$ cat src/rtl/alu_multiciclo.sv
// alu_multiciclo: multi-cycle ALU with a valid/ready handshake on both sides.
//   Most operations finish one cycle after acceptance. Multiply uses a
//   shift-and-add loop of LARGURA iterations.
// Ports:
//   clk        - clock; all state changes on its rising edge
//   reset      - asynchronous active-high reset
//   codop      - operation select, sampled when a command is accepted
//   operando1  - first operand, sampled when a command is accepted
//   operando2  - second operand, sampled when a command is accepted
//   valido_in  - the source presents a command
//   pronto_in  - the block can accept a command (only while idle)
//   resultado  - registered result
//   flags      - {erro, negativo, overflow, carry, zero} describing resultado
//   valido_out - resultado/flags are valid
//   pronto_out - the sink consumes the result this cycle
module alu_multiciclo #(
  parameter int LARGURA  = 16,
  parameter int LARG_COD = 4
) (
  input  logic                clk,
  input  logic                reset,
  input  logic [LARG_COD-1:0] codop,
  input  logic [LARGURA-1:0]  operando1,
  input  logic [LARGURA-1:0]  operando2,
  input  logic                valido_in,
  output logic                pronto_in,
  output logic [LARGURA-1:0]  resultado,
  output logic [4:0]          flags,
  output logic                valido_out,
  input  logic                pronto_out
);

  localparam int CW = $clog2(LARGURA + 1);
  localparam logic [LARG_COD-1:0] OP_MUL = LARG_COD'(8);

  typedef enum logic [1:0] {OCIOSO, CALCULA, PRONTO} estado_t;
  estado_t estado;

  // Multiply state: the accumulator and multiplicand are double width so
  // that the truncated high half of the product is available for carry.
  logic [2*LARGURA-1:0] acc;
  logic [2*LARGURA-1:0] mcand;
  logic [LARGURA-1:0]   mplier;
  logic [CW-1:0]        cont;

  // Single-cycle datapath
  logic [LARGURA-1:0] amt;
  logic [LARGURA:0]   soma;
  logic [LARGURA:0]   dif;
  logic [LARGURA:0]   shl_w;
  logic [LARGURA:0]   shr_w;
  logic [LARGURA-1:0] alu_res;
  logic               alu_cy;
  logic               alu_ov;
  logic               alu_err;
  logic [4:0]         alu_flags;

  always_comb begin
    amt   = operando2 % LARGURA'(LARGURA);
    soma  = {1'b0, operando1} + {1'b0, operando2};
    dif   = {1'b0, operando1} - {1'b0, operando2};
    // One extra bit on the outgoing side catches the last bit shifted out;
    // a shift amount of 0 leaves that bit at 0.
    shl_w = {1'b0, operando1} << amt;
    shr_w = {operando1, 1'b0} >> amt;

    alu_res = '0;
    alu_cy  = 1'b0;
    alu_ov  = 1'b0;
    alu_err = 1'b0;
    case (codop)
      LARG_COD'(0): begin
        alu_res = soma[LARGURA-1:0];
        alu_cy  = soma[LARGURA];
        alu_ov  = (operando1[LARGURA-1] == operando2[LARGURA-1]) &&
                  (soma[LARGURA-1] != operando1[LARGURA-1]);
      end
      LARG_COD'(1): begin
        alu_res = dif[LARGURA-1:0];
        alu_cy  = ~dif[LARGURA];  // no borrow
        alu_ov  = (operando1[LARGURA-1] != operando2[LARGURA-1]) &&
                  (dif[LARGURA-1] != operando1[LARGURA-1]);
      end
      LARG_COD'(2): alu_res = {{(LARGURA-1){1'b0}}, operando1 > operando2};
      LARG_COD'(3): alu_res = operando1 & operando2;
      LARG_COD'(4): alu_res = operando1 | operando2;
      LARG_COD'(5): alu_res = operando1 ^ operando2;
      LARG_COD'(6): begin
        alu_res = shl_w[LARGURA-1:0];
        alu_cy  = shl_w[LARGURA];
      end
      LARG_COD'(7): begin
        alu_res = shr_w[LARGURA:1];
        alu_cy  = shr_w[0];
      end
      LARG_COD'(8): alu_res = '0;  // handled by the iterative path
      LARG_COD'(9): alu_res = {{(LARGURA-1){1'b0}},
                               $signed(operando1) > $signed(operando2)};
      default:      alu_err = 1'b1;
    endcase

    if (alu_err)
      alu_flags = 5'b10000;
    else
      alu_flags = {1'b0, alu_res[LARGURA-1], alu_ov, alu_cy, alu_res == '0};
  end

  // Shift-and-add step
  logic [2*LARGURA-1:0] acc_next;
  logic [LARGURA-1:0]   mul_res;
  logic [4:0]           mul_flags;

  always_comb begin
    acc_next  = acc + (mplier[0] ? mcand : '0);
    mul_res   = acc_next[LARGURA-1:0];
    mul_flags = {1'b0, mul_res[LARGURA-1], 1'b0,
                 |acc_next[2*LARGURA-1:LARGURA], mul_res == '0};
  end

  always_ff @(posedge clk or posedge reset) begin
    if (reset) begin
      estado     <= OCIOSO;
      resultado  <= '0;
      flags      <= '0;
      valido_out <= 1'b0;
      pronto_in  <= 1'b1;
      cont       <= '0;
      acc        <= '0;
      mcand      <= '0;
      mplier     <= '0;
    end else begin
      case (estado)
        OCIOSO: begin
          if (valido_in) begin
            pronto_in <= 1'b0;
            if (codop == OP_MUL) begin
              estado <= CALCULA;
              acc    <= '0;
              mcand  <= {{LARGURA{1'b0}}, operando1};
              mplier <= operando2;
              cont   <= '0;
            end else begin
              estado     <= PRONTO;
              resultado  <= alu_res;
              flags      <= alu_flags;
              valido_out <= 1'b1;
            end
          end
        end
        CALCULA: begin
          acc    <= acc_next;
          mcand  <= mcand << 1;
          mplier <= mplier >> 1;
          if (cont == CW'(LARGURA - 1)) begin
            cont       <= '0;
            estado     <= PRONTO;
            resultado  <= mul_res;
            flags      <= mul_flags;
            valido_out <= 1'b1;
          end else begin
            cont <= cont + CW'(1);
          end
        end
        PRONTO: begin
          // Result stays put until consumed; pronto_in only returns once
          // idle, which forces a gap cycle between commands.
          if (pronto_out) begin
            estado     <= OCIOSO;
            valido_out <= 1'b0;
            pronto_in  <= 1'b1;
          end
        end
        default: estado <= OCIOSO;
      endcase
    end
  end

endmodule

$ cat config.mk
export PLATFORM = sky130hd
export DESIGN_NAME = alu_multiciclo
export DESIGN_NICKNAME = d
export VERILOG_FILES = /design/src/rtl/alu_multiciclo.sv
export SDC_FILE = /design/constraint.sdc
export NUM_CORES = 1
export LEC_CHECK = 0
export CAP_MARGIN = 40
export CELL_PAD_IN_SITES_DETAIL_PLACEMENT = 0
export CELL_PAD_IN_SITES_GLOBAL_PLACEMENT = 1
export CORE_MARGIN = 2
export CORE_UTILIZATION = 42
export DETAILED_ROUTE_END_ITERATION = 10
export HOLD_SLACK_MARGIN = 0.03
export PLACE_DENSITY = 0.87
export SLEW_MARGIN = 5
export SYNTH_ARGS = -nofsm -noshare
export SYNTH_HDL_FRONTEND = slang
export SYNTH_SLANG_ARGS = --single-unit
$ cat constraint.sdc
create_clock -name clk -period 3.5 [get_ports clk]
set_clock_uncertainty 0.1 [all_clocks]
set_input_delay 0.525 -clock clk [delete_from_list [all_inputs] [get_ports clk]]
set_output_delay 0.525 -clock clk [all_outputs]
set_load 0.05 [all_outputs]
Word-level counts from Yosys, hierarchy flattened
Index checks and enable logic that the tools add are counted.
W data, S select, Z words.
{"block": "word_totals", "n_memories": 0, "ram_bits": 0, "in_bits": 40, "reg_bits": 110, "elab_cells": 97, "output_inout_bits": 23, "latchBits": 0, "rom_bits": 0}
{"block": "classes", "muxes": 39, "div": 0, "addsub": 4, "shifts": 2, "n_reduce_logical": 16, "order_cmp": 2, "n_bitwise": 4, "mul": 0, "eq_ne": 21}
{"cell": "$mux W32", "n": 5}
{"cell": "$pmux W16 S9", "n": 1}
{"cell": "$pmux W32 S2", "n": 2}
{"cell": "$mux W16", "n": 5}
{"cell": "$pmux W16 S2", "n": 2}
{"cell": "$mux W5", "n": 7}
{"cell": "$add A32 B32 Y32", "n": 1}
{"cell": "$gt A16 B16 Y1", "n": 2}
{"cell": "$logic_not A16 Y1", "n": 2}
{"cell": "$pmux W5 S2", "n": 2}
{"cell": "$add A16 B16 Y17", "n": 1}
{"cell": "$shl A16 B4 Y17", "n": 1}
{"cell": "$shr A17 B4 Y17", "n": 1}
{"cell": "$sub A16 B16 Y17", "n": 1}
{"cell": "$and A16 B16 Y16", "n": 1}
{"cell": "$eq A4 B3 Y1 const B", "n": 4}
{"cell": "$or A16 B16 Y16", "n": 1}
{"cell": "$reduce_or A16 Y1", "n": 1}
{"cell": "$xor A16 B16 Y16", "n": 1}
{"cell": "$ne A2 B2 Y1 const B", "n": 5}
{"cell": "$reduce_or A10 Y1", "n": 1}
{"cell": "$reduce_and A3 Y1", "n": 3}
{"cell": "$eq A4 B2 Y1 const B", "n": 2}
{"cell": "$eq A4 B4 Y1 const B", "n": 2}
{"cell": "other kinds (21)", "n": 34}

Logic depth before layout (Yosys ltp)
Gate-level depths: netlist of run 1.
{"block": "depth", "word_depth": 8, "depth_mapped": 16, "depth_no_buf": 14}

Worst setup path after synthesis of run 1
Ideal clock, no wire load.
{"block": "synth_timing", "kind": "in2reg", "startpoint": "input port operando2[2]", "endpoint": "register flags[0]", "path_buffers": 4, "required_time_ns": 3.333, "path_slack_ns": -0.620, "arrival_ns": 3.953, "path_stages": 15, "setup_time_ns": 0.067, "cell_sequence": "clkbuf_1 inv_1 clkbuf_1 clkbuf_1 ha_1 buf_4 and3_1 a221o_1 o22a_1 a221o_1 a221o_1 a2111oi_2 nand4_1 nor4_1 a221o_1"}
{"block": "synth_between", "elab_chain_len": 7}
{"item": "start: declaration", "line": "24", "text": "input logic [LARGURA-1:0] operando2,"}
{"item": "$sub A16 B16 Y17, or another cell as far along", "line": "61", "text": "dif = {1'b0, operando1} - {1'b0, operando2};"}
{"item": "$pmux W16 S9 (*)", "line": "71", "text": "case (codop)"}
{"item": "$logic_not A16 Y1 (*)", "line": "105", "text": "alu_flags = {1'b0, alu_res[LARGURA-1], alu_ov, alu_cy, alu_res == '0};"}
{"item": "$mux W5 (*)", "line": "102", "text": "if (alu_err)"}
{"item": "$mux W5 (*)", "line": "136", "text": "if (codop == OP_MUL) begin"}
{"item": "$mux W5 (*)", "line": "134", "text": "if (valido_in) begin"}
{"item": "$pmux W5 S2 (*)", "line": "132", "text": "case (estado)"}
{"item": "end signal: assignment", "line": "145", "text": "flags <= alu_flags;"}
{"item": "end signal: assignment", "line": "158", "text": "flags <= mul_flags;"}
{"item": "end: declaration", "line": "28", "text": "output logic [4:0] flags,"}
Every way passes the cells marked *; elsewhere a longest branch is shown, timed or not. The select of a mux whose other input is x is not followed.
A chain may end at the register's enable or synchronous reset.

Worst setup path after layout of run 1
{"block": "layout_timing", "startpoint": "register mplier[0]", "endpoint": "register flags[1]"}
{"block": "layout_between", "elab_chain_len": 5}
{"item": "start: declaration", "line": "43", "text": "logic [LARGURA-1:0] mplier;"}
{"item": "start signal: assignment", "line": "140", "text": "mplier <= operando2;"}
{"item": "start signal: assignment", "line": "153", "text": "mplier <= mplier >> 1;"}
{"item": "$mux W32", "line": "114", "text": "acc_next = acc + (mplier[0] ? mcand : '0);"}
{"item": "$add A32 B32 Y32", "line": "114"}
{"item": "$reduce_or A16 Y1", "line": "117", "text": "|acc_next[2*LARGURA-1:LARGURA], mul_res == '0};"}
{"item": "$mux W5", "line": "154", "text": "if (cont == CW'(LARGURA - 1)) begin"}
{"item": "$pmux W5 S2", "line": "132"}
No other way between the ends. The select of a mux whose other input is x is not followed.

==> impl_metrics.ini, run 1 <==
[sta]
period_minus_slack_ps = 3554
fin_hold_ws_ps = 375.3
hold_violations = 0
worstMarginPinSlew_ps = 788.1
rsz0062_at_grt = true
fin_ws_ps = -53.73
slew_headroom_pct = 47.46
fin_crit_sh_pct = 101.5
maxSlewViolCount = 0
setup_viol = 1
fmax_ghz = 0.2814

[clocking]
root_buffer = clkbuf_16
h-tree-depth = 3
numClockSinks = 110
clock_latency_ps = 380
cts_tree = built
path_clk_slew_ps = 70
cts_buffer_depth = 2
cts-buffers-inserted = 9
ctsHoldBuffers = 0

[detailed_routing]
viasPerCell = 5.945
antenna_left = 0
drt_wl_total_mm = 42.91
drc = 0
vias = 11900
dr.pass1.iters = 5
wl_per_cell_um = 21.44
drt_iter0_markers = 1208

[critical_path]
path_class = reg2reg
worst_setup_path_end_kind = flip-flop
cp-start-kind = flip-flop
critPathLaunch = mplier[0]
reg2regPathDepth = 15
crit_chain = buf_6, buf_6, and2_4, ha_4, nand2_4, o21ai_4, buf_6, o211ai_1, a21o_1, o31ai_4, xnor2_2, o2111ai_2, or4_4, nor4_4, a31oi_1
critPathMaxFanout = 5
r2r_slack_ps = -50
r2r_end = flags[1]
slowest_delay_ps = 560
crit_top_cell = buf_6
cp.required_ps = 3630
reg2reg_from = mplier[0]
cp.arrival_ps = 3690
cpMaxStageDelayCell = or4_4

[worst_hold_path]
hp-class = reg2reg
hold_depth = 2
worstHoldStart = resultado[3]
holdPathEnd = resultado[3]

[floorplanning]
initial_core_util_pct = 42.55
dieArea_um2 = 25840
num_rows = 57
die_w_um = 160.7
io_pins = 63
core_um2 = 24250
die_y_um = 160.7

[logic_synthesis]
synth_nets = 1415
synthArstFlopShare_pct = 100.0
synthTopCellsByArea = dfrtp_1 26%, ha_1 9.8%, nand2_1 6.4%
synth_top_cell_by_area = dfrtp_1
ys_ff_latch = 110
synth_compound_area_share_pct = 26.69
synth_fa_ha_area_share_pct = 10.40
ys_seq_area_share_pct = 26.69
synth_edf_count = 0
synthSimpleGateAreaFrac_pct = 21.66
synth_top_family_by_area = compound AO/OA/AOI/OAI gates
yosys_warnings = 0
netlist_area_um2 = 10320
synth_most_common_cell = nand2_1
syn_area_per_cell_um2 = 7.993
synth_xor_area_share_pct = 2.377
yosys_most_used_dff = dfrtp_1
yosys-top-cells-count = 175 x nand2_1, 130 x nor2_1, 109 x dfrtp_1
yosysTopAreaCellShare_pct = 26.43
postSynthCellCount = 1291
ys_types = 84
synthMuxAreaShare_pct = 6.572

[placed_design]
io_buffers = 62
dpl-instance-area_um2 = 13840
dp_hpwl_mm = 31.45
place_inst = 1953
gp_congestion = 1.006

[power]
p_int_mw = 4.843
power.switching_mw = 3.696
p_leak_nw = 7.165
clkPwrFrac_pct = 13.1
comb_power_share_pct = 63.4
power_density_nw_per_um2 = 552.0
power_mw = 8.539
sequentialPowerShare_pct = 23.5
peakVddDrop_uv = 449.5
netSwitchingFraction_pct = 43.28

[grt]
grt_start_max_net_pins = 111
grt_pass1_vias = 11590
grt_usage_pct = 31.93
grt_pass1_wl_mm = 64.53
gr-total-overflow = 0
antenna_found_initial = 2

[run_status]
status = finished, violations left
violations = negative setup slack

[finish]
drive_gt1_share_pct = 35.14
syn_to_final_growth_pct = 49.91
final_cells = 2001
fin_area_um2 = 15470
fin_util_pct = 63.79
fillers = 2005
nNetsFinal = 1795

[flow_run]
cap_violations = 0
[layout by cell type, fill, tap and decap left out, types with 8 or more instances in the layout]
cell               n
nand2b_1          10
a21oi_2            9
inv_1             50
xor2_1            10
nor2b_1            8
buf_4            362
xnor2_1           14
mux4_2            16
ha_1              57
a31oi_1           36
a21oi_1           74
o211ai_1          13
nor3_1            24
and2_1            25
dfrtp_1          108
inv_2             10
a21o_1            19
nand3_1           12
nor2_1           124
nor4_1             9
mux2i_1           15
buf_12            12
clkbuf_16         10
o21ai_1           11
a22o_1            31
a221o_1           10
ha_4              20
buf_6             14
dlymetal6s2s_1    11
o21ai_0           61
nand2_1          166
or3_1             13
a211oi_1          15
and2_4             9
o21a_1             9
clkdlybuf4s50_1   48
[power groups by stage]
stage	Clock, mW	Combinational (mW)	Sequential, mW
finish	1.11	5.41	2.01
global route	1.17	5.75	2.07
CTS	1.14	4.61	1.97
detailed placement	0	4.18	2.00
global placement	0	4.09	1.98
floorplan	0	2.08	2.20
[cells by family after synthesis]
family                   Yosys count
AO/OA/AOI/OAI                    402
adder cells (fa/ha/maj)           84
AND/OR/NAND/NOR                  477
multiplexers                      46
flip-flops                       110
XOR/XNOR                          28
buffers and inverters            144
[worst max-delay path by stage]
stage               depth (start not counted)       end
floorplan                                  15  flags[0]
global placement                           16  flags[0]
detailed placement                         13  flags[0]
CTS                                        15  flags[1]
global route                               15  flags[1]
finish                                     15  flags[1]
[layer usage]
metal / up-vias / wire (um) / share of wire [%] / track usage, %
met2: 543 / 20030 / 47 / 53.17
met1: 5781 / 18090 / 42 / 42.82
met4: 0 / 1459 / 3.4 / 9.700
li1: 5475 / - / - / -
met5: - / 0 / 0 / 0
met3: 96 / 3330 / 7.8 / 5.139
[state kept, by name, indices dropped and copies added, names as in the netlist]
signal and cells:
acc 32, cont 5, estado 2, flags 5, mcand 32, mplier 16
pronto_in 1, resultado 16, valido_out 1
[cell type report]
cell class | instances | area, um2 | area share, %
Tap cell | 324 | 405.4 | 2.621
Antenna cell | 1 | 2.502 | 0.01618
Clock buffer | 10 | 229.0 | 1.480
Inverter | 61 | 232.7 | 1.504
Sequential cell | 110 | 2755 | 17.81
Multi-Input combinational cell | 1037 | 7975 | 51.56
Timing Repair Buffer | 452 | 3787 | 24.48
Clock inverter | 6 | 81.33 | 0.5258
[timing repair]
action / 4_1_cts / 5_1_grt
setup buffers: 13 / 18
pin swaps: 31 / 70
gates cloned: 1 / 1
resized for setup: 90 / 129
setup endpoints to repair: 16 / 17
[metrics by stage]
| stage | setup TNS (ps) | setup WS (ps) |
|---|---|---|
| after global routing | -190.1 | -158.7 |
| after detailed placement | -8324 | -788.2 |
| after global placement | -7613 | -634.3 |
| after floorplan | -60.81 | -60.81 |
| after CTS | -158.8 | -120.0 |
| final | -53.73 | -53.73 |
[critical path, delay by kind of cell (launching register included)]
kind | cells | cell delay (ps)
AOI/OAI and AO/OA | 6 | 1090
xor gates and xnor gates | 1 | 150
DFF | 1 | 450
and+or+nand+nor | 4 | 940
buffers and inverters | 3 | 410
adders and majority gates | 1 | 280
No activity file was read; power rests on OpenSTA's default activity.
==> inputs of run 2 (changes only) <==
--- a/config.mk
+++ b/config.mk
@@ -8,11 +8,11 @@
 export CAP_MARGIN = 40
 export CELL_PAD_IN_SITES_DETAIL_PLACEMENT = 0
 export CELL_PAD_IN_SITES_GLOBAL_PLACEMENT = 1
-export CORE_MARGIN = 2
-export CORE_UTILIZATION = 42
+export CORE_MARGIN = 4
+export CORE_UTILIZATION = 50
 export DETAILED_ROUTE_END_ITERATION = 10
 export HOLD_SLACK_MARGIN = 0.03
-export PLACE_DENSITY = 0.87
+export PLACE_DENSITY = 0.95
 export SLEW_MARGIN = 5
 export SYNTH_ARGS = -nofsm -noshare
 export SYNTH_HDL_FRONTEND = slang
==> constraint.sdc (replaced) <==
create_clock -name clk -period 4.1 [get_ports clk]
set_clock_uncertainty 0.1 [all_clocks]
set_input_delay 0.615 -clock clk [delete_from_list [all_inputs] [get_ports clk]]
set_output_delay 0.615 -clock clk [all_outputs]
set_load 0.05 [all_outputs]
==> run 2 against run 1 <==
Net effect: the flow now finishes without violations; non-clock buffer count down 238; utilization is 2.2 points lower; sequential share of layout area is 4.3 points higher; largest cell class unchanged; highest routed layer unchanged.
==> impl_metrics.ini, run 2 (synthesized netlist as in run 1, its figures left out) <==
[run_status]
status = completed

[grt]
grt_pass1_wl_mm = 53.39
gr-total-overflow = 0
antenna_found_initial = 0
grt_start_max_net_pins = 63
grt_usage_pct = 29.05
grt_pass1_vias = 10270

[clocking]
path_clk_slew_ps = 80
cts_tree = built
h-tree-depth = 3
cts_setup_buffers = 0
root_buffer = clkbuf_16
cts_buffer_depth = 2
clock_latency_ps = 370
cts-buffers-inserted = 9
numClockSinks = 110

[finish]
reg_top3 = acc x32, mcand x32
syn_to_final_growth_pct = 20.71
ff_latch_area_um2 = 2755
fin_util_pct = 61.56
layout_commonest_cell = nand2_1
fillers = 1806
diodes = 0
fin_area_um2 = 12460
multi_input_area_um2 = 7022
final_cell_mix = 175 x nand2_1, 149 x buf_4, 128 x nor2_1, 108 x dfrtp_1, 90 x a21oi_1
nNetsFinal = 1557
drive_gt1_share_pct = 15.44

[critical_path]
critPathLaunch = operando1[0]
crit_chain = clkdlybuf4s50_1, inv_1, ha_1, inv_1, fa_1, nor2b_1, o311ai_1, buf_4, a2111oi_1, nor4_1, buf_4, nor2_1, o2111a_1, a211oi_2, nand4_1, nor4_1, a221o_1
critPathMaxFanout = 3
cp.arrival_ps = 4170
slowest_delay_ps = 430
reg2reg_from = mplier[0]
cpMaxStageDelayCell = clkdlybuf4s50_1
cp-start-kind = primary input
cp.required_ps = 4300
path_class = in2reg
worst_setup_path_end_kind = flip-flop
worst-path-buf-inv = 5
crit_family = compound AO/OA/AOI/OAI gates

[floorplanning]
dieArea_um2 = 23000
io_pins = 63
num_rows = 52
initial_core_util_pct = 51.00
core_um2 = 20230
die_y_um = 151.7
die_w_um = 151.7

[sta]
setup_tns_ps = 0
fin_ws_ps = 134.6
fmax_ghz = 0.2522
worstMarginPinSlew_ps = 716.2
maxSlewViolCount = 0
hold_violations = 0
period_minus_slack_ps = 3965
rsz0062_at_grt = false
setup_viol = 0
slew_headroom_pct = 52.25
fin_crit_sh_pct = 96.72

[detailed_routing]
wl_per_cell_um = 19.63
drc = 0
drt_iter0_markers = 1054
viasPerCell = 6.316
vias = 10790
drt_wl_total_mm = 33.53
antenna_left = 0
dr.pass1.iters = 8

[power]
peakVddDrop_uv = 247.8
power_density_nw_per_um2 = 447.9
p_leak_nw = 5.703

[placed_design]
gp_congestion = 1.111
io_buffers = 62
dpl-instance-area_um2 = 12130
dp_hpwl_mm = 25.86
pre_cts_ws_ps = -197.5

[flow_run]
cap_violations = 0

[worst_hold_path]
worstHoldStart = resultado[3]
hp-class = reg2reg
-- run 2: through the flow --
stage                     std cells  hold slack [ps]  total power [mW]
after floorplan                1291            348.4             3.648
after global placement         1691            349.8             4.525
after detailed placement       1692            355.2             4.602
after CTS                      1708            373.1             5.557
after global routing           1708            396.4             5.966
final                          1708            370.3             5.579
-- run 2: path summary, 6_finish.rpt --
check	to	slack, ps	cells after the start
setup / recovery	flags[0]	130	17
hold / removal	resultado[3]	370	2
setup reg to reg	flags[1]	180	12
hold reg to reg	resultado[3]	370	2
max in group asynchronous	mplier[0]	2370	3
min in group asynchronous	resultado[6]	630	2
-- run 2: worst reg2reg max path, delay by kind of cell (launching register included) --
| kind | cells | cell delay, ps |
|---|---|---|
| AND/OR/NAND/NOR | 5 | 1590 |
| flip-flops | 1 | 500 |
| AO/OA/AOI/OAI | 5 | 910 |
| multiplexers | 1 | 400 |
| adder cells (fa/ha/maj) | 1 | 300 |
-- run 2: area by class of cell --
cell class / instances / share of cell area [%]
multi-input cells: 1037 / 56.37
flip-flops and latches: 110 / 22.12
repair buffers: 214 / 14.40
well taps: 270 / 2.712
inverters: 61 / 1.858
clock buffers: 10 / 1.838
clock inverters: 6 / 0.6931
-- run 2: report_power, final --
part | switching, mW | internal, mW
logic | 1.72 | 1.21
clock network | 0.451 | 0.492
registers | 0.271 | 1.44
total | 2.44 | 3.14
-- run 2: metal layers --
layer | up-vias | track usage, % | wire length (um)
li1 | 5015 | - | -
met1 | 5059 | 39.45 | 13790
met2 | 585 | 45.42 | 15000
met3 | 128 | 6.722 | 3442
met4 | 0 | 10.56 | 1297
met5 | - | 0 | 0
-- run 2: repair_timing --
| action | CTS | global route |
|---|---|---|
| gates resized for setup | 0 | 3 |
| setup endpoints to repair | 0 | 2 |
| hold buffers | 0 | 0 |
==> inputs of run 3 (changes only) <==
--- a/config.mk
+++ b/config.mk
@@ -9,10 +9,10 @@
 export CELL_PAD_IN_SITES_DETAIL_PLACEMENT = 0
 export CELL_PAD_IN_SITES_GLOBAL_PLACEMENT = 1
 export CORE_MARGIN = 4
-export CORE_UTILIZATION = 50
+export CORE_UTILIZATION = 42
 export DETAILED_ROUTE_END_ITERATION = 10
 export HOLD_SLACK_MARGIN = 0.03
-export PLACE_DENSITY = 0.95
+export PLACE_DENSITY = 0.87
 export SLEW_MARGIN = 5
 export SYNTH_ARGS = -nofsm -noshare
 export SYNTH_HDL_FRONTEND = slang
==> constraint.sdc (replaced) <==
create_clock -name clk -period 3.18 [get_ports clk]
set_clock_uncertainty 0.1 [all_clocks]
set_input_delay 0.477 -clock clk [delete_from_list [all_inputs] [get_ports clk]]
set_output_delay 0.477 -clock clk [all_outputs]
set_load 0.05 [all_outputs]
==> run 3 against run 2 <==
Net effect: the flow now finishes with violations (design-rule violations, negative setup slack); register-to-register slack got worse by 600 ps; non-clock buffer count increased by 238; die area increased by 18%; worst setup slack got worse by 560 ps; utilization increased by 2.2 points; hold slack improved by 12 ps; sequential share of layout area decreased by 4.3 points; global-route usage decreased by 0.31 points; first-iteration DRC count increased by 37%; via count increased by 13%; critical path type is now reg2reg; critical endpoint is now flags[1]; largest cell class unchanged.
==> impl_metrics.ini, run 3 (synthesized netlist as in run 1, its figures left out) <==
[run_status]
status = finished, violations left
violations = design-rule violations, negative setup slack

[critical_path]
slowest_delay_ps = 570
worst_setup_path_end_kind = flip-flop
r2r_end = flags[1]
worst-path-buf-inv = 2
cp.required_ps = 3320
crit_family = simple AND/OR/NAND/NOR gates
crit_chain = buf_12, and2_1, ha_1, buf_4, nand2_1, or3_1, o2111ai_2, o211ai_1, xnor2_1, nand2b_1, or4_4, nor4_4, a31oi_1
reg2regPathDepth = 13
critPathMaxFanout = 16
cpMaxStageDelayCell = or4_4
r2r_slack_ps = -420
cp-start-kind = flip-flop
reg2reg_from = mplier[0]
cp.arrival_ps = 3750
path_class = reg2reg

[detailed_routing]
drc = 3
dr.pass1.iters = 11
drt_wl_total_mm = 41.00
viasPerCell = 6.082
wl_per_cell_um = 20.50
antenna_left = 0
vias = 12160
drt_iter0_markers = 1449

[power]
peakVddDrop_uv = 466.4
power_mw = 9.036
p_leak_nw = 7.185
power_density_nw_per_um2 = 584.5

[placed_design]
dp_hpwl_mm = 30.54
gp_congestion = 1.179
place_inst = 1956
io_buffers = 62
dpl-instance-area_um2 = 13930

[floorplanning]
core_um2 = 24250
die_w_um = 164.7
die_y_um = 164.7
initial_core_util_pct = 42.55
io_pins = 63
dieArea_um2 = 27140
num_rows = 57

[finish]
final_cells = 2000
drive_gt1_share_pct = 36.81
reg_top3 = acc x32, mcand x32
nNetsFinal = 1795
final_cell_mix = 369 x buf_4, 172 x nand2_1, 124 x nor2_1, 108 x dfrtp_1, 69 x a21oi_1
fin_area_um2 = 15460
diodes = 0
syn_to_final_growth_pct = 49.81
layout_commonest_cell = buf_4

[clocking]
path_clk_slew_ps = 80
cts_buffer_depth = 2
h-tree-depth = 3
numClockSinks = 110
cts-buffers-inserted = 9
cts_tree = built
root_buffer = clkbuf_16
clock_latency_ps = 370
ctsHoldBuffers = 0

[grt]
gr-total-overflow = 0
grt_pass1_wl_mm = 61.78
grt_usage_pct = 28.75
grt_pass1_vias = 11640
grt_start_max_net_pins = 58
antenna_found_initial = 0

[worst_hold_path]
worstHoldStart = resultado[8]
hp-class = reg2reg
hold_depth = 2
holdPathEnd = resultado[8]

[sta]
rsz0062_at_grt = true
fin_crit_sh_pct = 113.3
fin_hold_ws_ps = 382.6
period_minus_slack_ps = 3603
hold_violations = 0
fmax_ghz = 0.2776
setup_viol = 7
worstMarginPinSlew_ps = 819.1
setup_tns_ps = -1100
maxSlewViolCount = 0
slew_headroom_pct = 44.70
fin_ws_ps = -422.8

[flow_run]
cap_violations = 0
==> run 3: cell count changes in the layout (fill, tap and decap cells not counted), sizes merged <==
cell,before,now
buf,153,390
bufinv,1,0
clkbuf,10,15
clkdlybuf4s15,0,2
clkdlybuf4s50,61,33
clkinvlp,0,4
dlygate4sd2,0,9
dlymetal6s2s,0,13
inv,64,61
==> run 3: metal layers <==
metal  part of all wire (%)  vias up  global-route usage, %
met2                     45      746                  44.97
met1                     40     5743                  38.09
met4                    5.2        0                  12.33
met3                     11      181                  6.788
li1                       -     5494                      -
met5                      0        -                      0
==> run 3: worst max path at each step <==
| stage | startpoint | endpoint | slack [ps] | depth (start not counted) |
|---|---|---|---|---|
| 2_1_floorplan | operando2[2] | flags[0] | -270 | 15 |
| 3_3_place_gp | operando1[0] | flags[0] | -800 | 16 |
| 3_5_place_dp | operando1[0] | flags[0] | -870 | 15 |
| 4_1_cts | mplier[0] | flags[1] | -360 | 15 |
| 5_1_grt | mplier[0] | flags[1] | -610 | 13 |
| 6_report | mplier[0] | flags[1] | -420 | 13 |
==> run 3: worst reg2reg max path, cell delays in order, from the launching register on <==
cell and delay (ps):
dfrtp_2 460, buf_12 170, and2_1 160, ha_1 340, buf_4 150, nand2_1 90
or3_1 380, o2111ai_2 250, o211ai_1 180, xnor2_1 190, nand2b_1 180, or4_4 570
nor4_4 160, a31oi_1 100
==> run 3: timing repair <==
item	4_1_cts	5_1_grt
setup endpoints to repair	21	22
gates cloned	0	1
gates resized for setup	105	137
buffers inserted	9	18
pin swaps	28	62
hold endpoints to repair	0	0
==> run 3: power by group <==
part	internal (mW)	switching, mW
Combinational	2.67	3.03
Sequential	1.86	0.334
Clock	0.565	0.583
==> run 3: final cells by class <==
class,instances,area [um2]
Sequential cell,110,2755
Fill cell,2011,8790
Tap cell,324,405.4
Multi-Input combinational cell,1037,8049
Clock inverter,6,56.30
Timing Repair Buffer,452,3721
Inverter,61,232.7
Clock buffer,10,239.0
==> run 3: metrics by stage <==
stage	setup slack, ps	utilization, %
floorplan	-272.2	-
global placement	-800.9	57.46
detailed placement	-867.0	57.46
CTS	-356.2	60.64
global route	-611.1	63.75
finish	-422.8	63.75
